## config.mk

```make
export PLATFORM = sky130hd
export DESIGN_NAME = expand_squ_fetch_ctrl
export DESIGN_NICKNAME = d
export VERILOG_FILES = /design/src/rtl/expand_squ_fetch_ctrl.sv
export SDC_FILE = /design/constraint.sdc
export NUM_CORES = 1
export LEC_CHECK = 0
export CAP_MARGIN = 15
export CORE_ASPECT_RATIO = 1.75
export CORE_MARGIN = 8
export CORE_UTILIZATION = 57
export DETAILED_ROUTE_END_ITERATION = 16
export DONT_BUFFER_PORTS = 1
export PLACE_DENSITY = 0.77
export RECOVER_POWER = 25
export SETUP_SLACK_MARGIN = 0.1
export SLEW_MARGIN = 20
export SYNTH_ARGS = -nofsm -noshare
export SYNTH_HDL_FRONTEND = slang
export SYNTH_SLANG_ARGS = --single-unit
```

## constraint.sdc

```tcl
create_clock -name clk_i -period 8.7 [get_ports clk_i]
set_clock_uncertainty 0.15 [all_clocks]
set_input_delay 1.74 -clock clk_i [delete_from_list [all_inputs] [get_ports clk_i]]
set_output_delay 1.74 -clock clk_i [all_outputs]
set_load 0.05 [all_outputs]
```

## src/rtl/expand_squ_fetch_ctrl.sv

```systemverilog
// expand_squ_fetch_ctrl: replays the full squeeze buffer once per expand kernel,
// aligns the RAM read latency and hands tagged words to a credit-guarded FWFT FIFO.
module expand_squ_fetch_ctrl #(
  parameter int RD_LAT    = 2,
  parameter int BUF_DEPTH = 4
) (
  input  logic        clk_i,
  input  logic        rst_n_i,
  input  logic        start_i,
  input  logic        exp_1x1_en_i,
  input  logic [8:0]  tot_squ_addr_limit_i,
  input  logic [9:0]  squ_kernals_i,
  input  logic        squ_data_ready_i,
  output logic        squ_data_req_o,
  input  logic [95:0] squ_3x3_data_i,
  input  logic [95:0] squ_1x1_data_i,
  output logic        exp_valid_o,
  input  logic        exp_ready_i,
  output logic [95:0] exp_3x3_data_o,
  output logic [95:0] exp_1x1_data_o,
  output logic [8:0]  exp_word_idx_o,
  output logic [9:0]  exp_kernal_idx_o,
  output logic        exp_last_word_o,
  output logic        exp_last_kernal_o,
  output logic        pass_done_o
);
  localparam int TW = 21;
  localparam int EW = TW + 192;
  localparam int PW = (BUF_DEPTH > 1) ? $clog2(BUF_DEPTH) : 1;
  localparam int NW = $clog2(BUF_DEPTH + 1);
  localparam int CW = $clog2(BUF_DEPTH + RD_LAT + 2) + 1;

  typedef enum logic [2:0] {IDLE, WAIT_RDY, FETCH, WAIT_LOW, DRAIN} state_t;
  state_t r_state, w_next;

  logic [8:0]    r_limit, r_word;
  logic [9:0]    r_kernals, r_kern;
  logic          r_en_1x1, r_done;
  logic [RD_LAT:0] r_pv;
  logic [TW-1:0] r_pt [RD_LAT+1];
  logic [EW-1:0] r_mem [BUF_DEPTH];
  logic [PW-1:0] r_wp, r_rp;
  logic [NW-1:0] r_cnt;
  logic [CW-1:0] w_used;
  logic [EW-1:0] w_head;
  logic          w_fire, w_push, w_pop, w_valid, w_done, w_last_word, w_last_kern;

  function automatic logic [PW-1:0] f_inc(input logic [PW-1:0] p);
    return (p == PW'(BUF_DEPTH - 1)) ? '0 : p + 1'b1;
  endfunction

  assign w_last_word = r_word == r_limit;
  assign w_last_kern = w_last_word && (r_kern == r_kernals);
  assign w_valid     = r_cnt != '0;
  assign w_pop       = w_valid && exp_ready_i;
  assign w_push      = r_pv[RD_LAT];
  // A pop on this edge frees its slot for the request being decided now
  assign w_used      = CW'(r_cnt) + CW'($countones(r_pv)) - CW'(w_pop);
  assign w_fire      = (r_state == FETCH) && squ_data_ready_i && (w_used < CW'(BUF_DEPTH));
  assign w_head      = r_mem[r_rp];

  always_comb begin
    w_next = r_state;
    w_done = 1'b0;
    case (r_state)
      WAIT_RDY: w_next = squ_data_ready_i ? FETCH : WAIT_RDY;
      FETCH:    w_next = (w_fire && w_last_kern) ? WAIT_LOW : FETCH;
      WAIT_LOW: w_next = squ_data_ready_i ? WAIT_LOW : DRAIN;
      DRAIN: begin
        w_done = (r_pv == '0) && !w_valid;
        w_next = w_done ? WAIT_RDY : DRAIN;
      end
      default:  w_next = IDLE;
    endcase
    if (start_i) begin
      w_next = WAIT_RDY;
      w_done = 1'b0;
    end
  end

  always_ff @(posedge clk_i or negedge rst_n_i) begin
    if (!rst_n_i) r_state <= IDLE;
    else          r_state <= w_next;
  end

  always_ff @(posedge clk_i or negedge rst_n_i) begin
    if (!rst_n_i) begin
      r_limit   <= '0;
      r_kernals <= '0;
      r_en_1x1  <= 1'b0;
      r_word    <= '0;
      r_kern    <= '0;
      r_pv      <= '0;
      r_wp      <= '0;
      r_rp      <= '0;
      r_cnt     <= '0;
      r_done    <= 1'b0;
    end else if (start_i) begin
      r_limit   <= tot_squ_addr_limit_i;
      r_kernals <= squ_kernals_i;
      r_en_1x1  <= exp_1x1_en_i;
      r_word    <= '0;
      r_kern    <= '0;
      r_pv      <= '0;
      r_wp      <= '0;
      r_rp      <= '0;
      r_cnt     <= '0;
      r_done    <= 1'b0;
    end else begin
      r_pv   <= {r_pv[RD_LAT-1:0], w_fire};
      r_done <= w_done;
      if (w_fire) begin
        r_word <= w_last_word ? '0 : r_word + 1'b1;
        r_kern <= w_last_kern ? '0 : (w_last_word ? r_kern + 1'b1 : r_kern);
      end
      if (w_push) r_wp <= f_inc(r_wp);
      if (w_pop)  r_rp <= f_inc(r_rp);
      r_cnt <= r_cnt + NW'(w_push) - NW'(w_pop);
    end
  end

  // Tags ride alongside the request so they meet the data when it returns
  always_ff @(posedge clk_i) begin
    r_pt[0] <= {w_last_kern, w_last_word, r_kern, r_word};
    for (int i = 1; i <= RD_LAT; i++) r_pt[i] <= r_pt[i-1];
    if (w_push) r_mem[r_wp] <= {r_pt[RD_LAT], squ_1x1_data_i, squ_3x3_data_i};
  end

  assign squ_data_req_o    = r_pv[0];
  assign pass_done_o       = r_done;
  assign exp_valid_o       = w_valid;
  assign exp_3x3_data_o    = w_valid ? w_head[95:0] : '0;
  assign exp_1x1_data_o    = (w_valid && r_en_1x1) ? w_head[191:96] : '0;
  assign exp_word_idx_o    = w_valid ? w_head[200:192] : '0;
  assign exp_kernal_idx_o  = w_valid ? w_head[210:201] : '0;
  assign exp_last_word_o   = w_valid && w_head[211];
  assign exp_last_kernal_o = w_valid && w_head[212];
endmodule

```

==> flow_summary.ini, run 1 <==
[status]
status = finished clean

[final_layout]
final_cell_mix = 852 x edfxtp_1, 213 x mux4_2, 116 x nor2b_1, 102 x and3_1, 82 x clkbuf_16
final_common_cell = edfxtp_1
drive_above_1_share_pct = 22.4
fin_util_pct = 63.0
area_growth_pct = 9.81
fin_nets = 1923

[route]
route.detailed.drc = 0
vias = 15900
drtAntennaViolNets = 0
routedWlPerCell_um = 28.0
drt_iter0_markers = 949
drt-pass1-iter-count = 5
drt-total-wl_mm = 72.1
viasPerCell = 6.17

[critical_path]
worstSetupEndpointType = output pin
worstPathMaxFanout = 62
worst_ep_arrival_time_ps = 3550
cp.required_ps = 6810
start_kind = register
rr_endpoint = r_kern[5]$_DFFE_PN0P_
ff2ff_path_depth = 14
critPathKind = reg2out
r2r-start = r_cnt[0]$_DFF_PN0_
r2r_slack_ps = 4450

[power]
clkPwrFrac_pct = 30.4
leakage_nw = 12.6
powerDensity_nw_per_um2 = 295
switching_power_mw = 3.90
swShare_pct = 33.4
peakVddDrop_mv = 0.282
p_comb_share_pct = 25.8
pwr-share-seq_pct = 43.9
p_int_mw = 7.79

[min_path]
holdPathEnd = r_pt[0][43]$_DFF_P_
hold_path_class = reg2reg
holdPathStages = 0
hp-start = r_pt[0][22]$_DFF_P_

[global_route]
met1_usage_pct = 21.7
busiest_layer = met2
met3_usage_pct = 8.35
grt_overflow = 0
grt_max_degree = 146
antenna_found_initial = 1
grt_first_pass_wirelength_mm = 105
grt_use_met2_pct = 33.1
grtUsageTotal_pct = 19.8
first_global_vias = 16800

[die]
die_x_um = 206
core_area_um2 = 62900
fp.dieArea_um2 = 71900
die_h_um = 349
io_pins = 433
rows = 122
start_util_pct = 57.4

[placement]
routabilityCongestion = 0.769
io_buffers = 0
hpwl_mm = 45.0
pre_cts_ws_ps = 3840

[sta]
slew_viol_final = 0
max_slew_margin_pct = 22.2
fmax_mhz = 184
rsz0062_at_grt = no
period_share_pct = 62.5
tns_ps = 0
tightestPinTransition_ps = 1160
period_minus_slack_ps = 5440
final_hold_viol_count = 0
setup_violations = 0
setup_slack_ps = 3260

[clock_network]
cts_max_level = 3
cts_root_buf = clkbuf_16
cts.sinks = 968
cts_tree = built
postCtsSetupRepairBufs = 0
clk_path_buf_depth = 3
cts_hold_buf = 0
clkSlewWorstSetupHoldPaths_ps = 70
numCtsBuffers = 81
clkLatencyLatePin_ps = 620
cts_resized = 0

[job]
drv_cap = 0

[synthesis]
avgSynthCellArea_um2 = 21.5
synth-compound-area-share_pct = 0.395
synth_warnings = 0
synthSimpleGateAreaFrac_pct = 5.20
synth_top_area_share_pct = 70.9
yosys_most_used_dff = edfxtp_1
syn_inst = 1677
synth_seq_cells = 968
synth_top_area_cell = edfxtp_1
synth_mux_area_share_pct = 14.0
synth_top_family_by_area = multiplexers
synth_cell_types = 40
synth-xor-area-share_pct = 0.801
syn-cell-area_um2 = 36100
synth_edf_count = 852
synthArstFlopShare_pct = 5.48
yosys-top-cells-area = edfxtp_1 71%, mux4_2 13%, dfrtp_1 3.7%, dfxtp_1 3.5%, nor2b_1 2.1%
ys_seq_area_share_pct = 78.1
synth_fa_ha_area_share_pct = 0.492
synth_nets = 1907
cell usage after synthesis, types with 5 or more instances:
cell and instances:
o21ai_0 15, mux4_2 213, nand3_1 12, nor2_1 16
xor2_1 15, inv_1 8, clkbuf_1 59, mux2_2 20
nand4_1 9, nor2b_1 122, buf_2 22, xnor2_1 18
ha_1 11, nor3_1 6, buf_1 5, dfrtp_1 53
nand2_1 20, edfxtp_1 852, and2_1 6, and3_1 102
dfxtp_1 63
cell families (layout without fill, tap and decap cells):
logic type      count (synthesis)  in the layout
other cells                     0              5
buf+inv                        95            178
xor+xnor                       33             33
simple gates                  308            308
fa+ha+maj                      13             13
mux                           235            235
flops                         968            968
compound gates                 25             25
area by class of cell:
cell class | count | area, µm²
sequential | 968 | 28200
fill | 4140 | 23300
multi-input combinational | 614 | 7550
clock buffer | 99 | 2140
tap | 806 | 1010
clock inverter | 51 | 489
timing repair buffer | 19 | 209
inverter | 9 | 35.0
antenna | 5 | 12.5
metrics by stage:
step / total power [mW] / hold slack [ps] / area [µm²] / cells
detailed placement: 8.29 / 162 / 37000 / 2416
global route: 12.1 / 177 / 39600 / 2566
floorplan: 7.85 / 160 / 36100 / 1677
finish: 11.7 / 172 / 39600 / 2571
global placement: 8.26 / 161 / 37000 / 2416
CTS: 11.8 / 168 / 39600 / 2566
how the worst max path moves through the flow:
stage,from,cells past startpoint,to
global placement,r_rp[0]$_DFFE_PN0P_,3,exp_3x3_data_o[69]
detailed placement,r_rp[0]$_DFFE_PN0P_,3,exp_3x3_data_o[69]
global route,r_rp[0]$_DFFE_PN0P_,3,exp_3x3_data_o[69]
finish,r_rp[1]$_DFFE_PN0P_,3,exp_3x3_data_o[86]
floorplan,r_wp[0]$_DFFE_PN0P_,3,r_mem[0][0]$_DFFE_PP_
CTS,r_rp[0]$_DFFE_PN0P_,3,exp_3x3_data_o[69]
worst max-delay path: stages, from the launching register on:
cell and delay [ps]:
dfrtp_4 860, buf_4 810, mux4_2 360, nor2b_1 840
metal layers:
layer  share of wire (%)  up-vias  wire length [µm]
met5                   0        -                 0
met4                 4.0        0              2870
met3                  11      127              8260
met2                  51      655             36400
met1                  34     8272             24500
li1                    -     6810                 -
power groups by stage:
stage	Combinational, mW	Sequential, mW	Clock [mW]
6_report	3.01	5.13	3.55
5_1_grt	3.16	5.14	3.80
4_1_cts	3.07	5.13	3.64
3_5_place_dp	3.06	5.23	0
3_3_place_gp	3.03	5.23	0
2_1_floorplan	2.67	5.18	0
flip-flops by register name, indices dropped and copies added (netlist names):
name and cells:
r_mem 852, r_pt 63, r_kern 10, r_kernals 10, r_limit 9, r_word 9
r_cnt 3, r_pv 3, r_state 3, r_rp 2, r_wp 2, pass_done_o 1
r_en_1x1 1
(Power assumes the default switching activity.)
==> inputs of run 2 (changes only) <==
--- a/config.mk
+++ b/config.mk
@@ -5,13 +5,14 @@
 export SDC_FILE = /design/constraint.sdc
 export NUM_CORES = 1
 export LEC_CHECK = 0
+export ABC_AREA = 1
 export CAP_MARGIN = 15
 export CORE_ASPECT_RATIO = 1.75
 export CORE_MARGIN = 8
 export CORE_UTILIZATION = 57
 export DETAILED_ROUTE_END_ITERATION = 16
 export DONT_BUFFER_PORTS = 1
-export PLACE_DENSITY = 0.77
+export PLACE_DENSITY = 0.8
 export RECOVER_POWER = 25
 export SETUP_SLACK_MARGIN = 0.1
 export SLEW_MARGIN = 20
==> constraint.sdc (replaced) <==
create_clock -name clk_i -period 4.5 [get_ports clk_i]
set_clock_uncertainty 0.15 [all_clocks]
set_input_delay 0.9 -clock clk_i [delete_from_list [all_inputs] [get_ports clk_i]]
set_output_delay 0.9 -clock clk_i [all_outputs]
set_load 0.05 [all_outputs]
==> run 2 against run 1 <==
Synthesized cell count increased by 78%. Clock power increased by 100%. Critical endpoint is now exp_3x3_data_o[93]. Largest cell class unchanged. Clock-buffer cell count increased by 2. Register-to-register slack got worse by 3200 ps.
==> flow_summary.ini, run 2 <==
[status]
status = finished clean

[synthesis]
synth_seq_cells = 968
syn_inst = 2986
ys_seq_area_share_pct = 76.0
yosys_most_used_dff = edfxtp_1
synthArstFlopShare_pct = 5.48
synth_warnings = 0
yosys-top-cells-area = edfxtp_1 69%, nor2_1 9.0%, o21ai_0 6.1%, dfrtp_1 3.6%, dfxtp_1 3.4%
yosysMostFrequentCell = nor2_1
synth_top_area_share_pct = 69.0
avgSynthCellArea_um2 = 12.4
synth_top_area_cell = edfxtp_1
yosys-top-cells-count = 884 x nor2_1, 852 x edfxtp_1, 448 x o21ai_0
synth_edf_count = 852
synth_nets = 3216
syn-cell-area_um2 = 37100
synth_cell_types = 32

[sta]
period_minus_slack_ps = 4140
max_slew_margin_pct = 27.0
fmax_mhz = 241
rsz0062_at_grt = no
setup_violations = 0
tightestPinTransition_ps = 1090
final_hold_viol_count = 0
period_share_pct = 92.1
setup_slack_ps = 358
tns_ps = 0
slew_viol_final = 0

[final_layout]
area_growth_pct = 13.8
seq_area_um2 = 28200
final_design_area_no_fill_um2 = 42200
drive_above_1_share_pct = 12.5
top_regs = r_mem x852, r_pt x63
diodes = 0
fillCellCount = 4315
largest_reg_flops = 852
fin_nets = 3379
multi_input_area_um2 = 7870
final_cell_mix = 884 x nor2_1, 852 x edfxtp_1, 448 x o21ai_0, 237 x buf_4, 221 x a21oi_1
regMostFlops = r_mem
final_common_cell = nor2_1

[min_path]
holdPathStages = 1
holdPathEnd = r_state[1]$_DFF_PN0_
hp-start = start_i
hold_path_class = in2reg

[critical_path]
r2r-start = r_cnt[0]$_DFF_PN0_
cp_slowest_stage_delay_ps = 840
worstPathMaxFanout = 67
cp_num_cells = 6
cp.required_ps = 3450
path_cells = buf_4, nor2_1, nor2_1, o21ai_0, a21oi_1, buf_4
slowest_stage = dfrtp_4
critPathBufInv = 2
ff2ff_path_depth = 15
r2r_slack_ps = 1300
start_kind = register
critPathKind = reg2out
rr_endpoint = r_kern[2]$_DFFE_PN0P_
worst_ep_arrival_time_ps = 3090
crit_family = buffers and inverters
worstSetupEndpointType = output pin

[placement]
routabilityCongestion = 0.859
hpwl_mm = 51.6
pre_cts_ws_ps = 1020
placed_area_um2 = 39400
io_buffers = 0

[clock_network]
cts_tree = built
clk_path_buf_depth = 3
cts_max_level = 3
clkSlewWorstSetupHoldPaths_ps = 70
clkLatencyLatePin_ps = 640
numCtsBuffers = 83
cts.sinks = 968
cts_root_buf = clkbuf_16
postCtsSetupRepairBufs = 0

[power]
switching_power_mw = 8.65
p_comb_share_pct = 29.6
p_int_mw = 15.6
pwr-share-seq_pct = 40.8
swShare_pct = 35.7
clkPwrFrac_pct = 29.6
powerDensity_nw_per_um2 = 574
peakVddDrop_mv = 0.674
leakage_nw = 15.1
p_total_mw = 24.2

[job]
drv_cap = 0

[route]
vias = 23500
viasPerCell = 5.83
route.detailed.drc = 0
drt-total-wl_mm = 88.4
routedWlPerCell_um = 22.0
drt-pass1-iter-count = 5
drtAntennaViolNets = 0
drt_iter0_markers = 2302

[die]
fp.dieArea_um2 = 73800
start_util_pct = 57.6
die_h_um = 353
io_pins = 433
core_area_um2 = 64300
rows = 123
die_x_um = 209

[global_route]
grt_first_pass_wirelength_mm = 133
antenna_found_initial = 0
grt_max_degree = 152
first_global_vias = 24100
grtUsageTotal_pct = 23.2
grt_overflow = 0
==> run 2: worst max-delay path by stage <==
stage,slack [ps],endpoint,from
3_3_place_gp,1110,exp_1x1_data_o[80],r_cnt[0]$_DFF_PN0_
5_1_grt,160,exp_3x3_data_o[94],r_rp[0]$_DFFE_PN0P_
4_1_cts,280,exp_3x3_data_o[93],r_rp[0]$_DFFE_PN0P_
3_5_place_dp,1020,exp_3x3_data_o[93],r_rp[0]$_DFFE_PN0P_
2_1_floorplan,-890,r_mem[3][0]$_DFFE_PP_,r_wp[0]$_DFFE_PN0P_
6_report,360,exp_3x3_data_o[93],r_rp[0]$_DFFE_PN0P_
==> run 2: layer usage <==
layer	GRT usage [%]	part of all wire [%]	wire, µm	vias to the layer above
met5	0	0	0	-
met2	40.6	51	44800	1154
met3	6.23	9.3	8180	233
met4	12.5	4.8	4280	0
li1	-	-	-	10700
met1	25.4	35	31100	11400
==> run 2: power by group through the flow <==
stage	registers, mW	clock network (mW)	logic [mW]
floorplan	10.0	0	5.00
global placement	10.1	0	7.00
detailed placement	10.1	0	7.14
CTS	9.87	7.28	7.22
global route	9.87	7.60	7.58
finish	9.87	7.17	7.18
==> run 2: kinds of logic after synthesis <==
family	after synthesis	share of synthesized area, %
buf+inv	245	2.79
flops	968	76.0
compound gates	674	9.13
xor+xnor	17	0.402
fa+ha+maj	13	0.479
simple gates	1069	11.2
==> run 2: worst register-to-register path, stage by stage, from the launching register on <==
cell,delay (ps)
dfrtp_1,420
nor3_2,330
nor2_1,150
nand2_1,120
nand2_1,70
fa_1,370
ha_1,320
nand3_1,110
nand2_1,120
nand2_1,60
nand2_1,110
nand4_4,170
nand2_2,210
nand2_2,210
nand2_1,130
nand2_1,60
==> run 2: what timing repair did <==
item	CTS	global route
endpoints found under the hold margin	53	0
hold buffers	2	0
gates resized for setup	0	0
==> run 2: layout make-up <==
class | count | area share (%)
clock buffers | 101 | 5.21
inverters | 70 | 0.697
repair buffers | 253 | 4.95
clock inverters | 47 | 1.28
flip-flops and latches | 968 | 66.8
well taps | 812 | 2.41
multi-input cells | 1773 | 18.6
==> run 2: through the flow <==
stage | cells | util [%] | hold WS, ps
2_1_floorplan | 2986 | - | 160
3_3_place_gp | 3874 | 61.2 | 161
3_5_place_dp | 3874 | 61.2 | 162
4_1_cts | 4024 | 65.6 | 125
5_1_grt | 4024 | 65.6 | 133
6_report | 4024 | 65.6 | 170
==> inputs of run 3 (changes only) <==
--- a/config.mk
+++ b/config.mk
@@ -12,7 +12,8 @@
 export CORE_UTILIZATION = 57
 export DETAILED_ROUTE_END_ITERATION = 16
 export DONT_BUFFER_PORTS = 1
-export PLACE_DENSITY = 0.8
+export HOLD_SLACK_MARGIN = 0.12
+export PLACE_DENSITY = 0.77
 export RECOVER_POWER = 25
 export SETUP_SLACK_MARGIN = 0.1
 export SLEW_MARGIN = 20
==> constraint.sdc (replaced) <==
create_clock -name clk_i -period 4.9 [get_ports clk_i]
set_clock_uncertainty 0.15 [all_clocks]
set_input_delay 0.98 -clock clk_i [delete_from_list [all_inputs] [get_ports clk_i]]
set_output_delay 0.98 -clock clk_i [all_outputs]
set_load 0.005 [all_outputs]
==> run 3 against run 2 <==
First-iteration DRC count decreased by 11%. Critical path depth decreased by 1. Die area unchanged. Clock-buffer cell count increased by 3. Core utilization decreased by 2.4 points. Total power decreased by 21%. Hold slack improved by 3.4 ps. Register-to-register slack improved by 460 ps.
==> flow_summary.ini, run 3 (synthesis gave the netlist of run 2 again) <==
[status]
status = finished clean

[clock_network]
postCtsSetupRepairBufs = 0
numCtsBuffers = 82
cts_resized = 0
clkSlewWorstSetupHoldPaths_ps = 60
clkLatencyLatePin_ps = 620
cts_tree = built
clk_path_buf_depth = 3
cts_max_level = 3
cts_root_buf = clkbuf_16
cts.sinks = 968

[sta]
max_slew_margin_pct = 16.8
final_hold_viol_count = 0
period_minus_slack_ps = 4050
setup_violations = 0
tightestPinTransition_ps = 1250
period_share_pct = 82.7
slew_viol_final = 0
rsz0062_at_grt = no
fmax_mhz = 247
tns_ps = 0

[critical_path]
start_kind = register
ff2ff_path_depth = 16
cp.required_ps = 3770
worstPathMaxFanout = 83
worstSetupStartpoint = r_rp[1]$_DFFE_PN0P_
cp_slowest_stage_delay_ps = 710
path_cells = inv_6, buf_4, nor2_1, o21ai_0, a21oi_1
critPathKind = reg2out
critPathBufInv = 2
crit_family = buffers and inverters
cp_num_cells = 5
slowest_stage = dfrtp_4
r2r-start = r_cnt[0]$_DFF_PN0_
worstSetupEndpointType = output pin
worst_ep_arrival_time_ps = 2920

[final_layout]
area_growth_pct = 9.73
seq_area_um2 = 28200
diodes = 0
final_cell_mix = 884 x nor2_1, 852 x edfxtp_1, 448 x o21ai_0, 221 x a21oi_1, 136 x nand2_1
multi_input_area_um2 = 7870
final_design_area_no_fill_um2 = 40700
final_common_cell = nor2_1
fin_nets = 3154
largest_reg_flops = 852
top_regs = r_mem x852, r_pt x63
regMostFlops = r_mem
drive_above_1_share_pct = 6.02
fillCellCount = 4559

[min_path]
holdPathStages = 0
hold_path_class = reg2reg
hp-start = r_pt[0][18]$_DFF_P_

[route]
drtAntennaViolNets = 0
drt-total-wl_mm = 86.7
drt_iter0_markers = 2043
vias = 22400
route.detailed.drc = 0
drt-pass1-iter-count = 5
viasPerCell = 5.90
m1WireLength_mm = 30.8
top_layer = met4
routedWlPerCell_um = 22.8
wl_met3_mm = 8.91
route.met2.wl_mm = 43.5

[global_route]
grt_first_pass_wirelength_mm = 130
grt_overflow = 0
grt_max_degree = 207
antenna_found_initial = 0
first_global_vias = 22300
grtUsageTotal_pct = 22.8

[power]
powerDensity_nw_per_um2 = 470
peakVddDrop_mv = 0.401
leakage_nw = 14.0

[die]
rows = 123
start_util_pct = 57.6
core_area_um2 = 64300
die_h_um = 353
die_x_um = 209
fp.dieArea_um2 = 73800
io_pins = 433

[placement]
routabilityCongestion = 0.860
hpwl_mm = 51.0
placed_area_um2 = 37800
io_buffers = 0

[job]
drv_cap = 0
run 3: cell types whose count changed in the layout (fill, tap and decap cells not counted), sizes merged:
cell	change
inv	-6
buf	-224
bufinv	+7
clkinvlp	+1
clkinv	-4
clkbuf	+3
run 3: cell type report:
class	count	area share, %
clock inverters	45	1.56
flip-flops and latches	968	69.3
repair buffers	29	1.08
clock buffers	104	5.50
well taps	812	2.50
inverters	70	0.714
multi-input cells	1773	19.3
run 3: path summary, 6_finish.rpt:
check | endpoint | slack, ps
max | exp_1x1_data_o[18] | 850
min | r_pt[0][39]$_DFF_P_ | 170
max reg2reg | r_kern[9]$_DFFE_PN0P_ | 1760
min reg2reg | r_pt[0][39]$_DFF_P_ | 170
max in group asynchronous | r_rp[1]$_DFFE_PN0P_ | 3570
min in group asynchronous | r_state[1]$_DFF_PN0_ | 760
run 3: repair_timing:
action | in CTS | in global routing
endpoints found under the hold margin | 53 | 0
hold buffers | 2 | 0
setup endpoints to repair | 0 | 0
run 3: power breakdown:
group	switching, mW	internal (mW)
clock	2.79	4.04
combinational	2.45	0.776
sequential	0.0484	8.99
total	5.28	13.8
run 3: stage by stage:
| stage | hold WS [ps] | utilization (%) | setup WS, ps | total power, mW | instances |
|---|---|---|---|---|---|
| 2_1_floorplan | 160 | - | 478 | 11.4 | 2986 |
| 3_3_place_gp | 160 | 58.7 | 1500 | 12.3 | 3650 |
| 3_5_place_dp | 162 | 58.7 | 1450 | 12.4 | 3650 |
| 4_1_cts | 170 | 63.2 | 783 | 19.3 | 3801 |
| 5_1_grt | 178 | 63.2 | 646 | 19.9 | 3801 |
| 6_report | 174 | 63.2 | 847 | 19.1 | 3801 |
run 3: layer usage:
layer,GRT usage [%],vias up
met4,10.0,0
met1,26.2,10900
met2,38.9,1041
met3,7.22,174
li1,-,10300
met5,0,-
